**config.mk**
```make
export PLATFORM = sky130hd
export DESIGN_NAME = soc_network_adapter_bus_bridge
export DESIGN_NICKNAME = d
export VERILOG_FILES = /design/src/rtl/soc_network_adapter_pkg.sv /design/src/rtl/soc_network_adapter_watchdog.sv /design/src/rtl/soc_network_adapter_bus_bridge.sv
export SDC_FILE = /design/constraint.sdc
export NUM_CORES = 1
export LEC_CHECK = 0
export ABC_AREA = 1
export ABC_CLOCK_PERIOD_IN_PS = 1700
export BUFFER_PORTS_ARGS = -buffer_cell sky130_fd_sc_hd__buf_2
export CAP_MARGIN = 20
export CORE_ASPECT_RATIO = 0.8
export CORE_MARGIN = 5
export CORE_UTILIZATION = 30
export CTS_CLUSTER_DIAMETER = 50
export DETAILED_ROUTE_END_ITERATION = 8
export MAX_ROUTING_LAYER = met4
export PLACE_DENSITY = 0.68
export SYNTH_ARGS = -nofsm -noshare
export SYNTH_HDL_FRONTEND = slang
export SYNTH_SLANG_ARGS = --single-unit
```
**constraint.sdc**
```tcl
create_clock -name clk -period 1.7 [get_ports clk]
set_input_delay 0.34 -clock clk [delete_from_list [all_inputs] [get_ports clk]]
set_output_delay 0.34 -clock clk [all_outputs]
set_load 0.005 [all_outputs]
```
**src/rtl/soc_network_adapter_pkg.sv**
```systemverilog
// Shared types and constants for the network adapter Wishbone bus bridge:
// FSM state encoding, Wishbone cycle-type codes and downstream region indices.
package soc_network_adapter_pkg;

  typedef enum logic [1:0] {
    IDLE,
    ACCESS,
    RESP
  } state_t;

  localparam logic [2:0] CTI_CLASSIC = 3'b000;
  localparam logic [2:0] CTI_INCR    = 3'b010;
  localparam logic [2:0] CTI_END     = 3'b111;

  localparam int unsigned REGION_CONF     = 0;
  localparam int unsigned REGION_MPSIMPLE = 1;
  localparam int unsigned REGION_DMA      = 2;

  function automatic logic [1:0] region_of(input logic [15:0] adr);
    return adr[15:14];
  endfunction

endpackage

```
**src/rtl/soc_network_adapter_watchdog.sv**
```systemverilog
// Saturating 8-bit ACCESS-cycle counter for the bus bridge; flags expiry during
// the TIMEOUT-th consecutive enabled cycle.
module soc_network_adapter_watchdog #(
  parameter int unsigned TIMEOUT = 255
) (
  input  logic clk,
  input  logic rst,
  input  logic i_clear,
  input  logic i_enable,
  output logic o_expired
);

  logic [7:0] r_count;

  always_ff @(posedge clk or posedge rst) begin
    if (rst) begin
      r_count <= '0;
    end else if (i_clear) begin
      r_count <= '0;
    end else if (i_enable && (r_count != 8'hFF)) begin
      r_count <= r_count + 8'd1;
    end
  end

  // r_count holds the number of completed ACCESS cycles, so the current cycle is r_count+1.
  assign o_expired = i_enable && ((32'(r_count) + 32'd1) >= TIMEOUT);

endmodule

```
**src/rtl/soc_network_adapter_bus_bridge.sv**
```systemverilog
// Wishbone slave front-end forwarding single/burst beats to NREG register slaves.
// Optional ACCESS watchdog enabled by defining SOC_NETWORK_ADAPTER_BRIDGE_TIMEOUT_EN.
module soc_network_adapter_bus_bridge
  import soc_network_adapter_pkg::*;
#(
  parameter int unsigned DW      = 32,
  parameter int unsigned NREG    = 3,
  parameter int unsigned TIMEOUT = 255
) (
  input  logic               clk,
  input  logic               rst,
  input  logic               wb_cyc_i,
  input  logic               wb_stb_i,
  input  logic               wb_we_i,
  input  logic [31:0]        wb_adr_i,
  input  logic [DW-1:0]      wb_dat_i,
  input  logic [2:0]         wb_cti_i,
  output logic [DW-1:0]      wb_dat_o,
  output logic               wb_ack_o,
  output logic               wb_err_o,
  output logic               wb_rty_o,
  output logic [NREG-1:0]    s_sel,
  output logic [15:0]        s_adr,
  output logic               s_we,
  output logic [DW-1:0]      s_data_o,
  input  logic [NREG*DW-1:0] s_data_i,
  input  logic [NREG-1:0]    s_ack,
  input  logic [NREG-1:0]    s_rty,
  input  logic [NREG-1:0]    s_err
);

  state_t        r_state;
  state_t        w_next;
  logic [1:0]    r_region;
  logic [1:0]    w_region_next;
  logic          r_ack;
  logic          r_err;
  logic          r_rty;
  logic          w_ack_n;
  logic          w_err_n;
  logic          w_rty_n;
  logic          w_cap;
  logic [DW-1:0] r_dat;

  logic          w_req;
  logic [1:0]    w_adr_region;
  logic          w_in_range;
  logic          w_sel_ack;
  logic          w_sel_err;
  logic          w_sel_rty;
  logic [DW-1:0] w_sel_data;
  logic          w_expired;
  logic          w_timeout;
  logic          w_unused;

  assign w_req        = wb_cyc_i & wb_stb_i;
  assign w_adr_region = region_of(wb_adr_i[15:0]);
  assign w_in_range   = 32'(w_adr_region) < NREG;
  assign w_unused     = ^wb_adr_i[31:16];

  // Loop-based select keeps out-of-range region values from indexing past NREG.
  always_comb begin
    w_sel_ack  = 1'b0;
    w_sel_err  = 1'b0;
    w_sel_rty  = 1'b0;
    w_sel_data = '0;
    for (int unsigned r = 0; r < NREG; r++) begin
      if (r_region == 2'(r)) begin
        w_sel_ack  = s_ack[r];
        w_sel_err  = s_err[r];
        w_sel_rty  = s_rty[r];
        w_sel_data = s_data_i[r*DW +: DW];
      end
    end
  end

`ifdef SOC_NETWORK_ADAPTER_BRIDGE_TIMEOUT_EN
  soc_network_adapter_watchdog #(
    .TIMEOUT(TIMEOUT)
  ) u_watchdog (
    .clk      (clk),
    .rst      (rst),
    .i_clear  (r_state != ACCESS),
    .i_enable ((r_state == ACCESS) && wb_cyc_i),
    .o_expired(w_expired)
  );
`else
  logic [7:0] w_unused_timeout;
  assign w_unused_timeout = 8'(TIMEOUT);
  assign w_expired        = 1'b0;
`endif

  assign w_timeout = w_expired & ~(w_sel_ack | w_sel_err | w_sel_rty);

  always_ff @(posedge clk or posedge rst) begin
    if (rst) begin
      r_state  <= IDLE;
      r_region <= '0;
      r_ack    <= 1'b0;
      r_err    <= 1'b0;
      r_rty    <= 1'b0;
      r_dat    <= '0;
    end else begin
      r_state  <= w_next;
      r_region <= w_region_next;
      r_ack    <= w_ack_n;
      r_err    <= w_err_n;
      r_rty    <= w_rty_n;
      if (w_cap) begin
        r_dat <= w_sel_data;
      end
    end
  end

  always_comb begin
    w_next        = r_state;
    w_region_next = r_region;
    w_ack_n       = 1'b0;
    w_err_n       = 1'b0;
    w_rty_n       = 1'b0;
    w_cap         = 1'b0;
    unique case (r_state)
      IDLE: begin
        if (w_req) begin
          w_region_next = w_adr_region;
          if (w_in_range) begin
            w_next = ACCESS;
          end else begin
            w_next  = RESP;
            w_err_n = 1'b1;
          end
        end
      end
      ACCESS: begin
        if (!wb_cyc_i) begin
          w_next = IDLE;
        end else if (w_sel_err) begin
          w_next  = RESP;
          w_err_n = 1'b1;
        end else if (w_sel_rty) begin
          w_next  = RESP;
          w_rty_n = 1'b1;
        end else if (w_sel_ack) begin
          w_next  = RESP;
          w_ack_n = 1'b1;
          w_cap   = 1'b1;
        end else if (w_timeout) begin
          w_next  = RESP;
          w_err_n = 1'b1;
        end
      end
      RESP: begin
        // Burst continuation re-decodes from the address the master presents now.
        if ((wb_cti_i == CTI_INCR) && w_req) begin
          w_region_next = w_adr_region;
          if (w_in_range) begin
            w_next = ACCESS;
          end else begin
            w_next  = RESP;
            w_err_n = 1'b1;
          end
        end else begin
          w_next = IDLE;
        end
      end
      default: w_next = IDLE;
    endcase
  end

  always_comb begin
    s_sel = '0;
    if ((r_state == ACCESS) && wb_cyc_i && !w_timeout) begin
      for (int unsigned r = 0; r < NREG; r++) begin
        if (r_region == 2'(r)) begin
          s_sel[r] = 1'b1;
        end
      end
    end
  end

  assign s_we     = wb_we_i & (s_sel != '0);
  assign s_adr    = wb_adr_i[15:0];
  assign s_data_o = wb_dat_i;
  assign wb_dat_o = r_dat;
  assign wb_ack_o = r_ack;
  assign wb_err_o = r_err;
  assign wb_rty_o = r_rty;

endmodule

```
* Word level (Yosys, flattened, before mapping)
Index checks and enable logic that the tools add are counted.
** Word-level totals
- Output and inout port bits :: 87
- Bits in registers :: 39
- Logic and storage cells :: 67
- Input bits :: 177
** Cells by class
- Equality and inequality tests :: 8
- Mux-type cells :: 42
- Reductions and logical operators :: 8
- Bitwise operators :: 2
- $lt $le $gt $ge :: 1
** Operators with widths (count)
- two-way mux 32 bit :: 3
- two-way mux 1 bit :: 26
- two-way mux 2 bit :: 9
- one-hot mux 2 bit (3 select lines) :: 1
- inequality test 5 bit (second input constant) :: 1
- == test 2 x 1 -> 1 bit (second input constant) :: 2
- == test 2 bit (second input constant) :: 2
- zero test 2 bit :: 2
- inequality test 2 bit (second input constant) :: 2
- one-hot mux 2 bit (2 select lines) :: 1
- == test 3 x 2 -> 1 bit (second input constant) :: 1
- two-way mux 3 bit :: 1
- one-hot mux 1 bit (3 select lines) :: 1
- AND reduction 3 bit :: 1
- nonzero test 3 bit :: 1
- bitwise AND 1 bit :: 2
- logical AND 1 bit :: 2
- less-than comparator 2 bit (second input constant) :: 1
- AND reduction 2 bit :: 1
- nonzero test 2 bit :: 1

* Depth between registers and ports, before layout
Gate-level depths: netlist of run 1.
- Depth after elaboration :: 9
- Mapped depth :: 10
- Depth with buffers taken out :: 8

* Least setup slack after synthesis of run 1
Ideal clock, no wire load.
- Kind :: reg2reg
- Start point :: register r_region[0]
- End point :: register r_dat[0] (netlist: wb_dat_o[0])
- Arrival :: 1.241 ns
- Setup slack :: 0.342 ns
- Period minus slack after synthesis :: 1.358 ns
- Stages on the path, launching flop included :: 11
- Path buffers :: 2
- Data required time :: 1.584 ns
- Library setup time :: 0.116 ns
- Path through :: dfrtp_1 buf_4 inv_4 nand2_1 nand3_1 nand2_1 nor2_4 nand2_4 buf_6 nand2_1 nand2_1
** Between the ends
- Longest elaborated chain between the ends :: 9
- Elaborated cells between the ends (all ways) :: 20
- Classes of those cells :: 2 x eq/ne; 17 x mux; 1 x reduce/logical
** RTL lines
- start: declaration :: line soc_network_adapter_bus_bridge.sv:34 : logic [1:0] r_region;
- start signal: assignment :: line soc_network_adapter_bus_bridge.sv:105 : r_region <= w_region_next;
- zero test 2 bit :: line soc_network_adapter_bus_bridge.sv:68 : if (r_region == 2'(r)) begin
- two-way mux 1 bit (3 in a row) :: line soc_network_adapter_bus_bridge.sv:68
- two-way mux 1 bit :: line soc_network_adapter_bus_bridge.sv:143 : end else if (w_sel_ack) begin
- two-way mux 1 bit :: line soc_network_adapter_bus_bridge.sv:140 : end else if (w_sel_rty) begin
- two-way mux 1 bit :: line soc_network_adapter_bus_bridge.sv:137 : end else if (w_sel_err) begin
- two-way mux 1 bit :: line soc_network_adapter_bus_bridge.sv:135 : if (!wb_cyc_i) begin
- two-way mux 1 bit :: line soc_network_adapter_bus_bridge.sv:122 : unique case (r_state)
- end signal: assignment :: line soc_network_adapter_bus_bridge.sv:110 : r_dat <= w_sel_data;
- end: declaration :: line soc_network_adapter_bus_bridge.sv:43 : logic [DW-1:0] r_dat;
Several ways; a longest one is shown, not always the timed one.
A chain may end at the register's enable or synchronous reset.

* Worst setup path in the final report of run 1
- Start point :: register r_state[0]
- End point :: output port s_sel[2]
** Between the ends
- Longest elaborated chain between the ends :: 3
** RTL lines
- start: declaration :: line soc_network_adapter_bus_bridge.sv:32 : state_t r_state;
- start signal: assignment :: line soc_network_adapter_bus_bridge.sv:104 : r_state <= w_next;
- == test 2 x 1 -> 1 bit :: line soc_network_adapter_bus_bridge.sv:172 : if ((r_state == ACCESS) && wb_cyc_i && !w_timeout) begin
- logical AND 1 bit :: line soc_network_adapter_bus_bridge.sv:172
- two-way mux 3 bit :: line soc_network_adapter_bus_bridge.sv:172
- end: declaration :: line soc_network_adapter_bus_bridge.sv:22 : output logic [NREG-1:0] s_sel,
No other way between the ends.

==> results of run 1 <==
## synthesized netlist by cell type, drive strengths merged (2+ instances only)
cell type	n	share of area, %
buf	66	18
nor3	2	0.37
clkbuf	2	0.28
dfrtp	39	36
nand3	75	14
nand2	182	25
inv	10	1.6
nor2	13	2.7
o21ai	3	0.55
## power groups by stage
| stage | sequential [mW] | clock, mW | combinational [mW] |
|---|---|---|---|
| floorplan | 1.61 | 0 | 1.96 |
| global placement | 1.65 | 0 | 2.96 |
| detailed placement | 1.67 | 0 | 3.02 |
| CTS | 1.65 | 1.14 | 3.03 |
| global route | 1.71 | 1.16 | 3.47 |
| finish | 1.65 | 1.09 | 3.06 |
## state kept, by name, summed over array words and instances (netlist names)
| name | flops |
|---|---|
| wb_rty_o | 1 |
| r_region | 2 |
| r_state | 2 |
| wb_ack_o | 1 |
| wb_dat_o | 32 |
| wb_err_o | 1 |
## logic make-up after synthesis
kind of cell,after synthesis,share of synthesized area [%]
AOI/OAI and AO/OA,6,1.29
DFF,39,35.9
buffers and inverters,78,19.7
and+or+nand+nor,274,43.2
## cell type report
class                   instances  area [um2]
multi-input cells             280        1230
clock inverters                 2        35.0
well taps                     115         144
flip-flops and latches         39         978
fillers                       962        5470
inverters                      10        42.5
repair buffers                167         923
clock buffers                   6         139
## metrics by stage
step	utilization, %	total power [mW]	instances
floorplan	-	3.58	397
global placement	36.6	4.61	609
CTS	38.6	5.82	617
detailed placement	36.6	4.69	609
global route	39.0	6.35	619
finish	39.0	5.80	619
## layer usage
| layer | GRT usage, % | up-vias |
|---|---|---|
| met3 | 4.38 | 6 |
| met4 | 2.71 | 0 |
| met1 | 17.2 | 1314 |
| li1 | - | 1422 |
| met5 | - | - |
| met2 | 27.9 | 124 |
## timing repair
action                                 4_1_cts  5_1_grt
resized for setup                            1        6
hold buffers                                 0        0
endpoints found under the hold margin        0        0
setup buffers                                0        2
setup endpoints to repair                    2       35
pin swaps                                    0        1
## how the worst max path moves through the flow
stage | from | end | slack (ns) | cells after the start
CTS | r_region[0] | wb_dat_o[19] | 0.001 | 7
detailed placement | r_region[0] | wb_dat_o[15] | 0.005 | 7
global route | r_state[0] | s_sel[1] | 0.001 | 5
finish | r_state[0] | s_sel[2] | 0.09 | 5
floorplan | r_region[0] | wb_dat_o[0] | 0.34 | 10
global placement | r_region[0] | wb_dat_o[30] | 0.06 | 7
## worst max-delay path, stage by stage, from the launching register on
cell and delay (ns):
dfrtp_1 0.41, inv_2 0.05, nor2_2 0.14, nand2_4 0.12
nor3_1 0.13, buf_2 0.14
==> flow_metrics.tcl, run 1 <==
set metrics [dict create \
    ys_ff_latch 39 \
    io_pins 264 \
    track_usage_pct 15.4 \
    switchingPower_mw 2.48 \
    synth_edf_count 0 \
    core-area_um2 8960 \
    rsz0062_at_grt "false" \
    wl_per_cell_um 14.0 \
    grt_overflow 0 \
    netlist_instances 397 \
    synth.net_count 574 \
    clock_path_buffers 2 \
    hp-class "primary input to asynchronous set/reset pin" \
    wl_met3_um 843 \
    reg2reg_to "wb_dat_o[29]" \
    ys.warnings.count 0 \
    fp.dieH_um 95.2 \
    htreeDepth 2 \
    max-cap-violations 0 \
    fin_area_um2 3490 \
    antenna_found_initial 0 \
    arrival_ns 1.27 \
    p_clk_share_pct 18.7 \
    drive_gt1_share_pct 38.3 \
    hold_viol 0 \
    cellPowerDensity_nw_per_um2 1660 \
    relSlewSlack_pct 71.1 \
    drt_wl_total_um 8690 \
    pwr-share-comb_pct 52.7 \
    fin_crit_ns 1.61 \
    start_util_pct 30.4 \
    worstMarginPinSlew_ns 0.433 \
    num_vias 2866 \
    fp.dieW_um 116 \
    place_hpwl_um 6830 \
    highest_layer "met4" \
    wl_met2_um 4390 \
    drc_errors 0 \
    port_buffers 155 \
    die_area_um2 11100 \
    async_reset_ff_share_pct 100 \
    ctsRootBufferMaster "clkbuf_16" \
    power_leakage_nw 2.04 \
    clock_latency_ns 0.27 \
    crit_required_ns 1.36 \
    synth.distinct_cells 24 \
    drtPass1Iterations 5 \
    p_int_mw 3.32 \
    place_area_um2 3280 \
    grt_pass1_vias 2850 \
    cts_inserted_buffers 5 \
    skew_ns 0.00272 \
    grt_start_max_net_pins 34 \
    final_common_cell "nand2_1" \
    cts_tree "built" \
    rrSetupSlack_ns 0.15 \
    finalCritPeriodShare_pct 94.5 \
    timing_worst_setup_path_type "flop to output pin" \
    r2r-start "r_region[0]" \
    finalSetupViolations 0 \
    nets 680 \
    rr_worst_depth 8 \
    grt_pass1_wl_um 13300 \
    p_sw_share_pct 42.8 \
    place_congestion 0.846 \
    setup_tns_ns 0 \
    clk_pin_slew_ns 0.06 \
    start_kind "flop" \
    synth_ff_type "dfrtp_1" \
    met1_length_um 3410 \
    drt_iter0_markers 107 \
    rows 31 \
    peakVddDrop_mv 0.648 \
    ys_seq_area_share_pct 35.9 \
    seqPwrFrac_pct 28.5 \
    fmax_mhz 623 \
    end_kind "output pin" \
    antenna_cells 0 \
    layout_setup_ws_ns 0.0942 \
    drv_slew 0 \
    cts.sinks 39 \
    holdWs_ns 0.0656 \
    synth_area_per_cell_um2 6.85 \
    area.growth.synth_to_final_pct 28.4 \
    final_antenna_net_count 0 \
    status "finished, final reports clean" \
    cp_max_fo 8 \
    syn_area_um2 2720 \
    place_ws_ns 0.00464 \
    layout_common_cells "180 x nand2_1, 155 x buf_2, 73 x nand3_1" \
    vias_per_cell 4.63 \
]
Power figures use the tool's default switching activity.
==> run 2: changes to the inputs <==
--- a/config.mk
+++ b/config.mk
@@ -10,7 +10,7 @@
 export BUFFER_PORTS_ARGS = -buffer_cell sky130_fd_sc_hd__buf_2
 export CAP_MARGIN = 20
 export CORE_ASPECT_RATIO = 0.8
-export CORE_MARGIN = 5
+export CORE_MARGIN = 4
 export CORE_UTILIZATION = 30
 export CTS_CLUSTER_DIAMETER = 50
 export DETAILED_ROUTE_END_ITERATION = 8
==> run 2 against run 1 <==
Against the previous run:
- clock power fell by 17%
- cell count fell by 0.81%
- die area fell by 3.8%
- count of clock-buffer cells in the layout did not move
- final area fell by 1.6%
- worst hold slack improved by 0.0034 ns
- utilization rose by 0.64 points
- critical path depth did not move
- first-iteration DRC count fell by 40%
- clock skew rose by 0.0011 ns
- fmax fell by 0.11%
- sequential power barely moved
- critical endpoint is now s_sel[1]
- largest cell class unchanged
- largest power group unchanged
==> flow_metrics.tcl, run 2 (synthesized netlist as in run 1, its figures left out) <==
set metrics [dict create \
    arrival_ns 1.27 \
    ctsRootBufferMaster "clkbuf_16" \
    cts_inserted_buffers 5 \
    cellPowerDensity_nw_per_um2 1620 \
    max-cap-violations 0 \
    nets 679 \
    p_int_mw 3.13 \
    clock_latency_ns 0.27 \
    switchingPower_mw 2.45 \
    clk_pin_slew_ns 0.05 \
    end_kind "output pin" \
    start_util_pct 31.4 \
    core-area_um2 8670 \
    drive_gt1_share_pct 38.0 \
    rrSetupSlack_ns 0.16 \
    rr_worst_depth 8 \
    rows 30 \
    finalSetupViolations 0 \
    fmax_mhz 622 \
    io_pins 264 \
    fillers 911 \
    num_vias 2843 \
    layout_common_cells "180 x nand2_1, 155 x buf_2, 73 x nand3_1" \
    wl_met3_um 869 \
    cts_resized 1 \
    drt_wl_total_um 8290 \
    final_antenna_net_count 0 \
    grt_start_max_net_pins 34 \
    drv_slew 0 \
    wl_met2_um 3990 \
    grt_pass1_wl_um 13000 \
    rsz0062_at_grt "false" \
    p_clk_share_pct 16.1 \
    start_kind "flop" \
    clock_path_buffers 2 \
    reg2reg_to "wb_dat_o[1]" \
    htreeDepth 2 \
    final_common_cell "nand2_1" \
    status "finished, final reports clean" \
    place_hpwl_um 6760 \
    cts_tree "built" \
    area.growth.synth_to_final_pct 26.3 \
    peakVddDrop_mv 0.713 \
    drtPass1Iterations 4 \
    skew_ns 0.00380 \
    hold_viol 0 \
    grt_pass1_vias 2698 \
    grt_overflow 0 \
    power_leakage_nw 2.02 \
    ctsHoldBuffers 0 \
    timing_worst_setup_path_type "flop to output pin" \
    finalCritPeriodShare_pct 94.6 \
    met1_length_um 3390 \
    track_usage_pct 15.5 \
    antenna_found_initial 0 \
    worstMarginPinSlew_ns 0.445 \
    place_congestion 0.812 \
    hp-class "primary input to asynchronous set/reset pin" \
    fp.dieH_um 93.2 \
    wl_per_cell_um 13.5 \
    seqPwrFrac_pct 29.5 \
    setup_tns_ns 0 \
    holdWs_ns 0.0690 \
    vias_per_cell 4.63 \
    drt_iter0_markers 64 \
    cts_setup_buffers 0 \
    fp.dieW_um 114 \
    largest_register_ffs 32 \
    r2r-start "r_region[0]" \
    drc_errors 0 \
    antenna_cells 0 \
    relSlewSlack_pct 70.3 \
    p_sw_share_pct 43.9 \
    cts.sinks 39 \
    die_area_um2 10700 \
    highest_layer "met4" \
    port_buffers 155 \
    crit_required_ns 1.36 \
    cp_max_fo 8 \
    fin_crit_ns 1.61 \
    pwr-share-comb_pct 54.4 \
]
## run 2: cell type report
type / instances / area [um2] / share of cell area (%)
Clock inverter: 1 / 5.00 / 0.146
Timing Repair Buffer: 166 / 900 / 26.2
Inverter: 10 / 42.5 / 1.24
Sequential cell: 39 / 978 / 28.5
Tap cell: 112 / 140 / 4.08
Clock buffer: 6 / 139 / 4.04
Multi-Input combinational cell: 280 / 1230 / 35.8
## run 2: per-layer routing
layer,track usage (%),up-vias
met5,-,-
met1,18.3,1267
met4,2.67,0
met3,4.53,4
met2,26.7,157
li1,-,1415
## run 2: worst max-delay path by stage
stage / start / endpoint / slack, ns / cells past startpoint
6_report: r_state[0] / s_sel[1] / 0.09 / 5
5_1_grt: r_state[0] / s_sel[1] / 0.002 / 5
4_1_cts: r_region[1] / wb_dat_o[30] / 0.0006 / 7
3_5_place_dp: r_region[1] / wb_dat_o[30] / 0.02 / 7
3_3_place_gp: r_region[1] / wb_dat_o[11] / 0.05 / 7
2_1_floorplan: r_region[0] / wb_dat_o[0] / 0.34 / 10
## run 2: critical path: stages, from the launching register on
cell	delay (ns)
dfrtp_1	0.40
inv_2	0.05
nor2_2	0.14
nand2_4	0.12
nor3_1	0.14
buf_2	0.14
## run 2: per-stage QoR
| stage | instances | setup slack [ns] | area, um2 | power [mW] | utilization (%) |
|---|---|---|---|---|---|
| finish | 614 | 0.0924 | 3440 | 5.58 | 39.6 |
| detailed placement | 607 | 0.0216 | 3270 | 4.70 | 37.7 |
| CTS | 614 | 0.000576 | 3420 | 5.64 | 39.4 |
| global route | 614 | 0.00174 | 3440 | 6.12 | 39.6 |
| floorplan | 397 | 0.342 | 2720 | 3.58 | - |
| global placement | 607 | 0.0535 | 3270 | 4.61 | 37.7 |
## run 2: power by group through the flow
stage,Clock (mW),Combinational [mW],Sequential [mW]
4_1_cts,0.932,3.06,1.64
6_report,0.901,3.03,1.65
3_3_place_gp,0,2.97,1.65
3_5_place_dp,0,3.04,1.66
5_1_grt,0.982,3.44,1.70
2_1_floorplan,0,1.96,1.61
==> run 3: changes to the inputs <==
--- a/config.mk
+++ b/config.mk
@@ -6,14 +6,13 @@
 export NUM_CORES = 1
 export LEC_CHECK = 0
 export ABC_AREA = 1
-export ABC_CLOCK_PERIOD_IN_PS = 1700
+export ABC_CLOCK_PERIOD_IN_PS = 1500
 export BUFFER_PORTS_ARGS = -buffer_cell sky130_fd_sc_hd__buf_2
 export CAP_MARGIN = 20
-export CORE_ASPECT_RATIO = 0.8
-export CORE_MARGIN = 4
-export CORE_UTILIZATION = 30
+export CORE_AREA = 4 4 99 101
 export CTS_CLUSTER_DIAMETER = 50
 export DETAILED_ROUTE_END_ITERATION = 8
+export DIE_AREA = 0 0 103 105
 export MAX_ROUTING_LAYER = met4
 export PLACE_DENSITY = 0.68
 export SYNTH_ARGS = -nofsm -noshare
==> constraint.sdc (replaced) <==
create_clock -name clk -period 1.5 [get_ports clk]
set_input_delay 0.3 -clock clk [delete_from_list [all_inputs] [get_ports clk]]
set_output_delay 0.3 -clock clk [all_outputs]
set_load 0.005 [all_outputs]
==> run 3 against run 2 <==
Against the previous run:
- the flow now finishes with violations (setup timing)
- non-clock buffer count up 25
- sequential share of layout area is 2.1 points lower
- final area rose by 8.2%
- clock skew up 0.0010 ns
- die area rose by 1.4%
- worst setup slack worse by 0.16 ns
- largest cell class unchanged
- highest routed layer unchanged
==> flow_metrics.tcl, run 3 (synthesized netlist as in run 1, its figures left out) <==
set metrics [dict create \
    drt_wl_total_um 9400 \
    seqPwrFrac_pct 27.3 \
    cts.sinks 39 \
    antenna_cells 0 \
    core-area_um2 9020 \
    arrival_ns 1.26 \
    stdcell_count 639 \
    ctsHoldBuffers 0 \
    io_pins 264 \
    fp.dieW_um 103 \
    clock_latency_ns 0.28 \
    hold_viol 0 \
    wl_per_cell_um 14.7 \
    p_int_mw 3.70 \
    largest_register_ffs 32 \
    rsz0062_at_grt "true" \
    finalCritPeriodShare_pct 104 \
    peakVddDrop_mv 0.786 \
    p_total_mw 6.67 \
    place_ws_ns -0.0522 \
    drt_iter0_markers 106 \
    grt_overflow 0 \
    fin_area_um2 3720 \
    htreeDepth 2 \
    final_antenna_net_count 0 \
    vias_per_cell 4.68 \
    p_clk_share_pct 10.3 \
    antenna_found_initial 0 \
    cts_inserted_buffers 5 \
    fmax_mhz 640 \
    layout_setup_ws_ns -0.0633 \
    final_common_cell "nand2_1" \
    place_hpwl_um 7070 \
    cellPowerDensity_nw_per_um2 1800 \
    relSlewSlack_pct 57.3 \
    drv_slew 0 \
    max-cap-violations 0 \
    holdWs_ns 0.0103 \
    layout_common_cells "173 x nand2_1, 155 x buf_2, 70 x nand3_1" \
    status "finished with violations" \
    fp.dieH_um 105 \
    switchingPower_mw 2.97 \
    violations "setup timing" \
    clk_pin_slew_ns 0.08 \
    cts_tree "built" \
    cp_max_fo 8 \
    place_congestion 0.905 \
    grt_pass1_vias 2827 \
    power_leakage_nw 2.17 \
    drc_errors 0 \
    fillers 947 \
    place_inst 615 \
    fin_util_pct 41.2 \
    die_area_um2 10800 \
    grt_start_max_net_pins 25 \
    num_vias 2988 \
    track_usage_pct 16.7 \
    hp-class "primary input to asynchronous set/reset pin" \
    grt_pass1_wl_um 13800 \
    setup_tns_ns -0.954 \
    rr_worst_depth 8 \
    worstMarginPinSlew_ns 0.637 \
    area.growth.synth_to_final_pct 36.6 \
    drive_gt1_share_pct 43.2 \
    clock_path_buffers 2 \
    skew_ns 0.00482 \
    crit_required_ns 1.20 \
    fin_crit_ns 1.56 \
    p_sw_share_pct 44.5 \
    place_area_um2 3320 \
    start_kind "flop" \
    finalSetupViolations 32 \
    port_buffers 155 \
    ctsRootBufferMaster "clkbuf_8" \
    nets 704 \
    start_util_pct 30.2 \
    timing_worst_setup_path_type "flop to output pin" \
    rows 35 \
    pwr-share-comb_pct 62.4 \
    drtPass1Iterations 4 \
    end_kind "output pin" \
]
## run 3: changes by cell type in the layout (fill, tap and decap cells not counted), moves of 2 or more
cell / previous run / this run
nor3_1: 2 / 0
buf_4: 7 / 18
buf_6: 1 / 12
nand3_1: 73 / 70
nand2_2: 0 / 7
nor3_4: 0 / 2
clkbuf_8: 1 / 5
nand3_2: 2 / 5
nand2_1: 180 / 173
clkbuf_16: 5 / 2
## run 3: per-layer routing
layer | vias to the layer above | part of all wire [%] | wire [um] | global-route usage [%]
met5 | - | 0 | 0 | -
met4 | 0 | 2.8 | 263 | 6.29
met3 | 39 | 8.4 | 786 | 4.01
met2 | 132 | 51 | 4800 | 29.1
met1 | 1347 | 38 | 3550 | 18.0
li1 | 1470 | - | - | -
## run 3: cell type report
type	count	area, um2	share of cell area (%)
clock buffer	6	72.6	1.95
clock inverter	2	12.5	0.337
inverter	10	42.5	1.14
multi-input combinational	280	1290	34.6
sequential	39	978	26.3
tap	111	139	3.74
timing repair buffer	191	1180	31.9
## run 3: power by group through the flow
stage	Clock, mW	Combinational, mW	Sequential (mW)
6_report	0.687	4.16	1.82
4_1_cts	0.731	3.99	1.82
3_5_place_dp	0	3.57	1.86
2_1_floorplan	0	2.23	1.83
5_1_grt	0.789	4.64	1.90
3_3_place_gp	0	3.48	1.83
## run 3: final timing paths
kind,from,endpoint,slack (ns)
setup / recovery,r_state[1],s_sel[2],-0.06
setup reg to reg,r_state[1],wb_dat_o[0],-0.05
min in group clk,wb_adr_i[15],r_region[1],0.30
max in group asynchronous,rst,r_region[0],0.98
hold reg to reg,wb_dat_o[20],wb_dat_o[20],0.47
hold / removal,rst,wb_dat_o[15],0.01
## run 3: worst max-delay path: stages (launching register included)
cell and delay [ns]:
dfrtp_1 0.43, nor2_4 0.15, nand2_4 0.12, nor3_4 0.13, buf_2 0.14
## run 3: timing repair
item,in CTS,in global routing
hold endpoints to repair,0,0
cloned,1,2
endpoints found under the setup margin,36,40
gates resized for setup,18,19
setup buffers,8,5
pin swaps,3,9
